==> src/rtl/lfsr_gen.sv <==
// Parametrised Fibonacci LFSR with seed load, step mode, advance counter, wrap and zero-lock guard.
// Optional two-digit hex 7-segment output enabled by defining LFSR_SEG_EN.
module lfsr_gen #(
    parameter int unsigned          WIDTH      = 8,
    parameter logic [WIDTH-1:0]     TAPS       = 8'h1D,
    parameter logic [WIDTH-1:0]     RESET_SEED = 8'h01
) (
    input  logic             clk,
    input  logic             rst,
    input  logic             en,
    input  logic             load,
    input  logic [WIDTH-1:0] seed,
    input  logic             step_mode,
    input  logic             step,
    output logic [WIDTH-1:0] state,
    output logic             bit_out,
    output logic [WIDTH-1:0] cnt,
    output logic             wrap,
    output logic             lockup
`ifdef LFSR_SEG_EN
    ,
    output logic [15:0]      seg
`endif
);

    logic [WIDTH-1:0] start;
    logic             step_q;

    logic             fill;
    logic [WIDTH-1:0] next_state;
    logic             step_rise;
    logic             adv;
    logic [WIDTH-1:0] load_val;

    logic [WIDTH-1:0] state_d;
    logic [WIDTH-1:0] start_d;
    logic [WIDTH-1:0] cnt_d;
    logic             wrap_d;
    logic             lockup_d;

    always_comb begin
        fill       = ^(state & TAPS);
        next_state = {fill, state[WIDTH-1:1]};
        step_rise  = step & ~step_q;
        adv        = en & (step_mode ? step_rise : 1'b1);
        load_val   = (seed == '0) ? RESET_SEED : seed;
    end

    // Priority: load, then zero guard (independent of en), then advance.
    always_comb begin
        state_d  = state;
        start_d  = start;
        cnt_d    = cnt;
        wrap_d   = 1'b0;
        lockup_d = 1'b0;
        if (load) begin
            state_d = load_val;
            start_d = load_val;
            cnt_d   = '0;
        end else if (state == '0) begin
            state_d  = RESET_SEED;
            start_d  = RESET_SEED;
            cnt_d    = '0;
            lockup_d = 1'b1;
        end else if (adv) begin
            state_d = next_state;
            cnt_d   = cnt + 1'b1;
            wrap_d  = (next_state == start);
        end
    end

    always_ff @(posedge clk or posedge rst) begin
        if (rst) begin
            state  <= RESET_SEED;
            start  <= RESET_SEED;
            cnt    <= '0;
            wrap   <= 1'b0;
            lockup <= 1'b0;
            step_q <= 1'b0;
        end else begin
            state  <= state_d;
            start  <= start_d;
            cnt    <= cnt_d;
            wrap   <= wrap_d;
            lockup <= lockup_d;
            step_q <= step;
        end
    end

    assign bit_out = state[0];

`ifdef LFSR_SEG_EN
    // Active-low segments a..g in [7:1], decimal point in [0] kept lit-low.
    function automatic logic [7:0] hex7(input logic [3:0] h);
        logic [7:0] s;
        case (h)
            4'h0: s = 8'b00000010;
            4'h1: s = 8'b10011110;
            4'h2: s = 8'b00100100;
            4'h3: s = 8'b00001100;
            4'h4: s = 8'b10011000;
            4'h5: s = 8'b01001000;
            4'h6: s = 8'b01000000;
            4'h7: s = 8'b00011110;
            4'h8: s = 8'b00000000;
            4'h9: s = 8'b00001000;
            4'hA: s = 8'b00010000;
            4'hB: s = 8'b11000000;
            4'hC: s = 8'b01100010;
            4'hD: s = 8'b10000100;
            4'hE: s = 8'b01100000;
            default: s = 8'b01110000;
        endcase
        return s;
    endfunction

    // Zero-extension makes bits beyond WIDTH read as 0 for narrow registers.
    localparam logic [31:0] SEED_EXT = 32'(RESET_SEED);

    logic [31:0] state_ext;
    logic [15:0] seg_d;

    always_comb begin
        state_ext = 32'(state);
        seg_d     = {hex7(state_ext[7:4]), hex7(state_ext[3:0])};
    end

    always_ff @(posedge clk or posedge rst) begin
        if (rst) begin
            seg <= {hex7(SEED_EXT[7:4]), hex7(SEED_EXT[3:0])};
        end else begin
            seg <= seg_d;
        end
    end
`endif

endmodule

==> config.mk <==
export PLATFORM = sky130hd
export DESIGN_NAME = lfsr_gen
export DESIGN_NICKNAME = d
export VERILOG_FILES = /design/src/rtl/lfsr_gen.sv
export SDC_FILE = /design/constraint.sdc
export NUM_CORES = 1
export LEC_CHECK = 0
export CAP_MARGIN = 15
export CORE_MARGIN = 10
export CORE_UTILIZATION = 50
export CTS_CLUSTER_DIAMETER = 60
export DETAILED_ROUTE_END_ITERATION = 16
export PLACE_DENSITY = 0.82
export SLEW_MARGIN = 25
export SYNTH_ARGS = -nofsm -noshare
export SYNTH_HDL_FRONTEND = slang
export SYNTH_SLANG_ARGS = --single-unit
==> constraint.sdc <==
create_clock -name clk -period 3.4 [get_ports clk]
set_input_delay 0.68 -clock clk [delete_from_list [all_inputs] [get_ports clk]]
set_output_delay 0.68 -clock clk [all_outputs]
set_load 0.1 [all_outputs]
==> impl_metrics.csv <==
group,metric,value,unit
clocking,cts_sinks,27,
sta,grt_setup_unrepaired,"no",
synth,syn_nets,149,
detailed_routing,detail_route.iter0.violations,96,
min_path,hold_path_depth,2,
detailed_routing,drc,0,
floorplanning,initial_core_util,53.6,%
min_path,min_to,"start[1]$_DFFE_PP0P_",
synth,yosys.area.top_type,"dfrtp_1",
critical_path,r2r_slack,1.48,ns
grt,antenna_found_initial,0,
flow_run,cap_violations,0,
clocking,cts.htree.levels,1,
sta,fin_crit,2.48,ns
critical_path,arrival,1.80,ns
min_path,hold_class,"register to register",
sta,max_clock_freq,403,MHz
power_and_ir_drop,cellLeakagePower,0.741,nW
grt,grt_pass1_vias,1164,
critical_path,crit_required,2.72,ns
floorplanning,dieArea,0.00518,mm2
critical_path,crit_fanout,1,
critical_path,cpMaxStageDelayCell,"clkdlybuf4s50_1",
clocking,worstSkewPairLatency,0.32,ns
grt,overflow,0,
clocking,cts_tree,"done",
critical_path,slowest_delay,1.13,ns
critical_path,cp_cell_sequence,"clkdlybuf4s50_1",
synth,synth_area_leaders,"dfrtp_1 46%, xnor2_1 5.2%, nand2_1 4.2%",
clocking,clockBufferDepth,2,
synth,synth_edf_count,0,
synth,post-synth-top-count-cell,"dfrtp_1",
critical_path,r2r_start,"state[2]$_DFFE_PP0P_",
floorplanning,coreArea,0.00252,mm2
synth,synth_commonest_cells,"25 x dfrtp_1, 15 x nand2_1, 8 x a21oi_1, 8 x xnor2_1",
synth,synth_seq_cells,27,
sta,fin_worst_skew,0.00307,ns
critical_path,critPathLaunch,"wrap$_DFF_PP0_",
grt,grt_first_pass_wirelength,5320,um
sta,timing.final.crit_share,73.0,%
placed_design,gp_congestion,0.846,
critical_path,critPathKind,"register to output port",
sta,relSlewSlack,35.0,%
synth,synthFlopType,"dfrtp_1",
cells_and_area,final_area,0.00167,mm2
synth,syn_inst,133,
synth,synthArstFlopShare,100,%
floorplanning,rows,18,
critical_path,crit_path_end_kind,"output port",
sta,worst_slack,0.917,ns
clocking,ctsHoldBuffers,0,
sta,hold_viol,0,
synth,synth_area,0.00135,mm2
cells_and_area,area_growth,23.9,%
floorplanning,die_w,72.0,um
placed_design,port_buffers,32,
grt,grt_start_max_net_pins,28,
detailed_routing,vias_per_cell,5.69,
sta,drv_slew,0,
detailed_routing,wl,3170,um
sta,worstMarginPinSlew,0.972,ns
detailed_routing,firstDrtPassIters,4,
outcome,status,"complete, no violations",
synth,ys_warn_count,0,
power_and_ir_drop,finalPower,0.798,mW
floorplanning,die_h,72.0,um
floorplanning,io_pins,33,
placed_design,place_hpwl,2480,um
cells_and_area,fin_util,66.4,%
cells_and_area,drive_above_1_share,18.2,%
power_and_ir_drop,vdd_drop_max,0.000319,V
min_path,hp-start,"start[1]$_DFFE_PP0P_",
synth,ys_seq_area_share,50.2,%
detailed_routing,ant_nets,0,
sta,finalSetupViolCount,0,
critical_path,rr_worst_depth,7,
cells_and_area,nNetsFinal,182,
cells_and_area,n_fill_cell,205,
placed_design,place_area,0.00165,mm2
critical_path,timing.critical_path.buf_inv,1,
synth,avgSynthCellArea,10.2,um2
clocking,cts_resized,0,
critical_path,cp_top_family,"buffers and inverters",
synth,synth.top_cell.area_share,46.3,%
power_and_ir_drop,powerDensity,477,mW/mm2
clocking,cts-buffers-inserted,3,
critical_path,critPathLaunchType,"register",
grt,gr-usage-all-layers,12.3,%
detailed_routing,wl_per_cell,16.3,um
sta,setup_tns,0,ns
cells_and_area,diodes,0,
placed_design,preCtsSetupSlack,0.879,ns
critical_path,r2r_end,"state[2]$_DFFE_PP0P_",
detailed_routing,vias,1109,
clocking,ctsRootBufferMaster,"clkbuf_4",
clocking,clk_pin_slew,0.14,ns
synth,synth_cell_types,33,
clocking,cts_setup_buffers,0,
-- state kept, by name, indices dropped and copies added (netlist names) --
register  cells
cnt           8
start         8
state         8
lockup        1
step_q        1
wrap          1
-- worst max path at each step --
stage	to	slack (ns)	depth (start not counted)
after global routing	wrap	0.84	1
after detailed placement	state[2]$_DFFE_PP0P_	0.88	5
final	wrap	0.92	1
after global placement	cnt[6]$_DFFE_PP0P_	0.94	4
after CTS	wrap	0.89	1
after floorplan	cnt[6]$_DFFE_PP0P_	1.10	6
-- layer usage --
| metal | up-vias | GRT usage (%) | wire (um) | part of all wire (%) |
|---|---|---|---|---|
| li1 | 536 | - | - | - |
| met1 | 550 | 14.5 | 1390 | 44 |
| met2 | 19 | 20.5 | 1580 | 50 |
| met3 | 4 | 3.95 | 172 | 5.4 |
| met4 | 0 | 3.87 | 29 | 0.92 |
| met5 | - | 0 | 0 | 0 |
-- cell type report --
cell class | instances | area [um2] | area share (%)
Inverter | 6 | 22.5 | 1.35
Multi-Input combinational cell | 95 | 623 | 37.2
Tap cell | 30 | 37.5 | 2.24
Timing Repair Buffer | 33 | 285 | 17.0
Sequential cell | 27 | 678 | 40.5
Clock inverter | 1 | 5.00 | 0.299
Clock buffer | 3 | 22.5 | 1.35
-- kinds of logic (layout without fill, tap and decap cells) --
kind of cell / after synthesis / count (layout) / synth area share, %
AND/OR/NAND/NOR: 45 / 45 / 17.4
multiplexers: 4 / 4 / 2.96
flip-flops: 27 / 27 / 50.2
AO/OA/AOI/OAI: 32 / 32 / 16.1
XOR/XNOR: 12 / 12 / 7.78
buffers and inverters: 11 / 43 / 3.70
adder cells (fa/ha/maj): 2 / 2 / 1.85
-- cell usage in the layout, fill, tap and decap left out, types with 2 or more instances in the layout --
master | synthesis | final
clkbuf_4 | 0 | 3
nor4_1 | 3 | 3
buf_4 | 2 | 18
a22o_1 | 4 | 4
nor3_1 | 4 | 4
nand3_1 | 7 | 7
inv_1 | 6 | 5
mux2i_1 | 4 | 4
o21ai_0 | 6 | 6
a21oi_2 | 2 | 2
xor2_1 | 4 | 4
a211oi_1 | 2 | 2
xnor2_1 | 8 | 8
a21o_1 | 2 | 2
ha_1 | 2 | 2
nor3b_1 | 3 | 3
nand2_1 | 15 | 15
dfrtp_1 | 25 | 25
dfstp_2 | 2 | 2
nor2_1 | 7 | 7
clkdlybuf4s50_1 | 0 | 15
a2bb2oi_1 | 3 | 3
a21oi_1 | 8 | 8
or4_1 | 2 | 2
-- through the flow --
step	hold slack (ns)	std cells
global route	0.559	195
floorplan	0.465	133
global placement	0.482	191
CTS	0.528	195
finish	0.524	195
detailed placement	0.494	191
-- power breakdown --
part	total [mW]	switching, mW	internal, mW	leakage [nW]
registers	0.380	0.0321	0.348	0.337
clock network	0.137	0.0934	0.0441	0.0177
logic	0.281	0.197	0.0832	0.386
No activity file was read; power rests on OpenSTA's default activity.
==> edit 1, RTL diff (same settings) <==
The option `LFSR_SEG_EN` is turned on by a define.
--- a/src/rtl/lfsr_gen.sv
+++ b/src/rtl/lfsr_gen.sv
@@ -1,5 +1,7 @@
 // Parametrised Fibonacci LFSR with seed load, step mode, advance counter, wrap and zero-lock guard.
 // Optional two-digit hex 7-segment output enabled by defining LFSR_SEG_EN.
+`define LFSR_SEG_EN
+
 module lfsr_gen #(
     parameter int unsigned          WIDTH      = 8,
     parameter logic [WIDTH-1:0]     TAPS       = 8'h1D,
Behaviour (old outputs only; new: seg): unchanged (equiv_simple and equiv_induct, registers matched by name and starting in step).
==> edit 1 against the original RTL <==
  * Via count grew 51%
  * Routed wire length is 54% higher
  * Die area increased by 45%
  * Cell area is 62% higher
  * Area after synthesis increased by 64%
  * Sequential cell count increased by 14
  * Critical path depth did not move
  * Setup slack better by 27 ps
  * Total power rose by 110%
  * Non-clock buffer count is 16 higher
  * Critical path type unchanged
  * Largest cell class is now multi-input combinational cells
==> edit 1: results (changes against the original RTL) <==
----------------------------------------------------
[Run status]
  Status ... finished clean

[CTS]
  Root buffer selected by CTS ... sky130_fd_sc_hd__clkbuf_8
  Number of clock buffers inserted by TritonCTS ... 5 (+2)
  Later-pin clock latency in the skew report ... 300 ps (-20 ps)
  Worst-path clk slew ... 70 ps (-70 ps)
  Number of H-tree branching levels ... 2 (+1)

[Timing]
  Time the worst path needs with I/O delays and setup ... 2460 ps (-27.1 ps)
  Normalized max-slew margin ... 34.5% (-0.48 points)
  Setup clock skew after layout ... 7.46 ps (+4.39 ps)

[Routing]
  1st-iter DRT viols ... 107 (+11%)
  DR vias ... 1675 (+51%)
  Final wirelength ... 4870 um (+54%)
  Wire length on met3 ... 274 um (+59%)
  Met1 routed wirelength after detailed routing ... 2170 um (+56%)
  Length of routed met2 wiring ... 2310 um (+47%)

[Finish]
  Number of fill cells in the layout ... 368 (+80%)
  Total Nets Final ... 285 (+57%)
  Share of layout cells above drive strength 1 ... 20.5% (+2.4 points)

[Global routing]
  Pin count of the biggest net entering global routing ... 42 (+50%)
  Met2 Resource Use GR ... 21.2% (+0.72 points)
  Wire length of the first global-routing pass ... 8230 um (+55%)
  GRT Total Usage ... 13.5% (+1.2 points)
  Met1 layer usage reported by global route ... 16.9% (+2.3 points)

[Power]
  Static power due to leakage ... 1.24 nW (+67%)
  VDD IR max ... 0.000313 V (-2.1%)

[Placed design]
  Count of buffers from port buffering ... 46 (+44%)
  Placement-stage worst setup slack ... 1120 ps (+244 ps)

[Worst setup path]
  Startpoint of the most critical setup path ... lockup$_DFF_PP0_
  Arrival time reported for the critical path endpoint ... 1780 ps (-20 ps)
  Worst r2r path cells ... 6 (-1)
  Worst reg2reg setup slack ... 1210 ps (-270 ps)
  Worst flop-to-flop path startpoint ... state[3]$_DFFE_PP0P_

[Logic synthesis]
  Top area cells in the synthesized netlist ... sky130_fd_sc_hd__dfrtp_1, sky130_fd_sc_hd__dfstp_2, sky130_fd_sc_hd__ha_1, sky130_fd_sc_hd__nand2_1, sky130_fd_sc_hd__mux2i_1
  Distinct cell type count of the synthesized netlist ... 55 (+67%)

[Worst hold path]
  WHS Endpoint ... start[4]$_DFFE_PP0P_
  Min-delay src ... start[4]$_DFFE_PP0P_

----------------------------------------------------
-- edit 1: cell families after synthesis --
group | count (synthesis) | share of synthesized area [%]
fa+ha+maj | 14 | 7.89
buf+inv | 24 | 5.24
other cells | 1 | 0.169
mux | 11 | 6.14
flops | 41 | 46.7
xor+xnor | 14 | 5.52
simple gates | 64 | 14.1
compound gates | 44 | 14.3
-- edit 1: through the flow --
stage	cell area, sq um	cells
final	2710	310
after global routing	2710	310
after CTS	2710	310
after detailed placement	2630	302
after global placement	2630	302
after floorplan	2220	214
-- edit 1: power by group --
part	switching, mW	internal, mW
logic	0.562	0.195
clock network	0.164	0.146
registers	0.0650	0.561
-- edit 1: layout make-up --
| cell class | instances | area [sq um] | area share (%) |
|---|---|---|---|
| tap | 52 | 65.1 | 2.40 |
| inverter | 11 | 41.3 | 1.52 |
| clock buffer | 8 | 80.1 | 2.95 |
| sequential | 41 | 1040 | 38.2 |
| timing repair buffer | 49 | 420 | 15.5 |
| multi-input combinational | 149 | 1070 | 39.5 |
==> edit 2, RTL diff (same flow settings) <==
Without the edit above. The output `wrap` loses its register stage (`wrap` becomes a continuous assignment).
--- a/src/rtl/lfsr_gen.sv
+++ b/src/rtl/lfsr_gen.sv
@@ -74,18 +74,18 @@
             state  <= RESET_SEED;
             start  <= RESET_SEED;
             cnt    <= '0;
-            wrap   <= 1'b0;
             lockup <= 1'b0;
             step_q <= 1'b0;
         end else begin
             state  <= state_d;
             start  <= start_d;
             cnt    <= cnt_d;
-            wrap   <= wrap_d;
             lockup <= lockup_d;
             step_q <= step;
         end
     end
+
+    assign wrap = wrap_d;
 
     assign bit_out = state[0];
 
Formal check against the unedited RTL: same outputs for any inputs over 10 cycles, from zero or initial values and one cycle with rst high; that may be too few to reach the edited logic, so the function may still have changed.
==> edit 2 against the original RTL <==
  * Combinational power grew 5%
  * Global-route usage grew 0.84 points
  * Setup slack lost 280 ps
  * Largest power group unchanged
  * Clock power grew 57%
  * Sequential cell count shrank 1
  * Count of clock-buffer cells in the layout is the same
  * Routed wire length grew 0.19%
  * Sequential share of layout area shrank 2.5 points
  * Area after synthesis shrank 0.46%
  * Cell area grew 2.6%
  * Total power grew 10%
==> edit 2: results (changes against the original RTL) <==
----------------------------------------------------
[Logic synthesis]
  List of most frequent post-synthesis cells ... sky130_fd_sc_hd__dfrtp_1, sky130_fd_sc_hd__xnor2_1, sky130_fd_sc_hd__nand2_1, sky130_fd_sc_hd__nor2_1, sky130_fd_sc_hd__a21oi_1
  Fraction of the yosys area taken by sequential cells ... 48.6% (-1.6 points)
  Top area cells in the synthesized netlist ... sky130_fd_sc_hd__dfrtp_1, sky130_fd_sc_hd__xnor2_1, sky130_fd_sc_hd__dfstp_2, sky130_fd_sc_hd__xor2_1, sky130_fd_sc_hd__a21oi_1
  Average instance area after synthesis ... 10.3 sq um (+1.8%)
  Distinct cell type count of the synthesized netlist ... 36 (+9.1%)
  Post-Syn Nets ... 146 (-2.0%)

[Timing]
  Worst-margin pin slew ... 968 ps (-3.64 ps)
  Setup clock skew after layout ... 0.893 ps (-2.18 ps)

[Routing]
  1st-iter DRT viols ... 67 (-30%)
  Routed vias/inst ... 5.60 (-1.5%)
  Final wirelength ... 3180 um (+0.19%)
  Length of routed met2 wiring ... 1520 um (-3.7%)
  Met1 routed wirelength after detailed routing ... 1440 um (+3.1%)

[Placed design]
  Dpl cell area ... 0.00167 sq mm (+1.1%)
  Final RePlAce weighted congestion ... 0.773 (-8.6%)
  HPWL after detailed placement ... 2420 um (-2.4%)
  Placed cell count ... 189 (-1.0%)

[Power]
  VDD IR max ... 0.000362 V (+13%)
  Switching power summed over all nets ... 0.336 mW (+4.1%)
  Power drawn by the combinational cells ... 0.295 mW (+5%)
  Power in sequential cells ... 0.369 mW (-3%)
  Clock-net power ... 0.215 mW (+57%)
  Static power due to leakage ... 0.751 nW (+1.3%)

[Finish]
  Share of layout cells above drive strength 1 ... 21.5% (+3.3 points)
  Number of fill cells in the layout ... 192 (-6.3%)
  Total Nets Final ... 180 (-1.1%)

[Worst setup path]
  Max incr delay on CP ... 530 ps (-600 ps)
  Worst r2r path cells ... 5 (-2)
  Arrival time reported for the critical path endpoint ... 2080 ps (+280 ps)
  Critical register-to-register path endpoint ... state[1]$_DFFE_PP0P_
  Largest fanout on the critical path ... 7 (+6)
  Worst reg2reg setup slack ... 1660 ps (+180 ps)
  Worst flop-to-flop path startpoint ... state[4]$_DFFE_PP0P_
  Startpoint of the most critical setup path ... step

[Global routing]
  GR met3 Demand/Resource ... 3.58% (-0.36 points)
  Met2 Resource Use GR ... 21.1% (+0.59 points)
  Pin count of the biggest net entering global routing ... 27 (-3.6%)
  Wire length of the first global-routing pass ... 5560 um (+4.5%)
  GRT Total Usage ... 13.1% (+0.84 points)
  Met1 layer usage reported by global route ... 16.4% (+1.8 points)

[Run status]
  Status ... finished clean

----------------------------------------------------
-- edit 2: cell types whose count changed after synthesis, moves of 2 or more --
| cell | change |
|---|---|
| sky130_fd_sc_hd__nor2_1 | +3 |
| sky130_fd_sc_hd__nand4_1 | +2 |
| sky130_fd_sc_hd__nand2_1 | -5 |
| sky130_fd_sc_hd__xnor2_1 | +3 |
| sky130_fd_sc_hd__nor3b_1 | -2 |
| sky130_fd_sc_hd__o21ai_0 | -3 |
-- edit 2: layout make-up --
cell class                 count  area, sq um  share of cell area [%]
multi-input combinational     92          642                    37.4
tap                           30         37.5                    2.18
timing repair buffer          35          310                    18.1
clock buffer                   3         22.5                    1.31
clock inverter                 1         30.0                    1.75
sequential                    26          653                    38.0
inverter                       6         22.5                    1.31
-- edit 2: cell families after synthesis --
family / synth area share [%]
multiplexers: 2.98
AO/OA/AOI/OAI: 15.7
adder cells (fa/ha/maj): 1.86
AND/OR/NAND/NOR: 15.9
flip-flops: 48.6
XOR/XNOR: 10.4
buffers and inverters: 4.56
-- edit 2: through the flow --
step,power (mW),setup WS [ps]
floorplan,0.597,39.5
detailed placement,0.670,632
finish,0.879,642
global route,0.915,520
global placement,0.666,655
CTS,0.882,631
-- edit 2: worst min-delay path by stage --
stage	startpoint	to	slack, ps
after global routing	start[0]$_DFFE_PP1P_	start[0]$_DFFE_PP1P_	530
after CTS	start[0]$_DFFE_PP1P_	start[0]$_DFFE_PP1P_	530
after floorplan	start[1]$_DFFE_PP0P_	start[1]$_DFFE_PP0P_	470
after global placement	start[1]$_DFFE_PP0P_	start[1]$_DFFE_PP0P_	480
after detailed placement	start[1]$_DFFE_PP0P_	start[1]$_DFFE_PP0P_	500
final	start[0]$_DFFE_PP1P_	start[0]$_DFFE_PP1P_	530
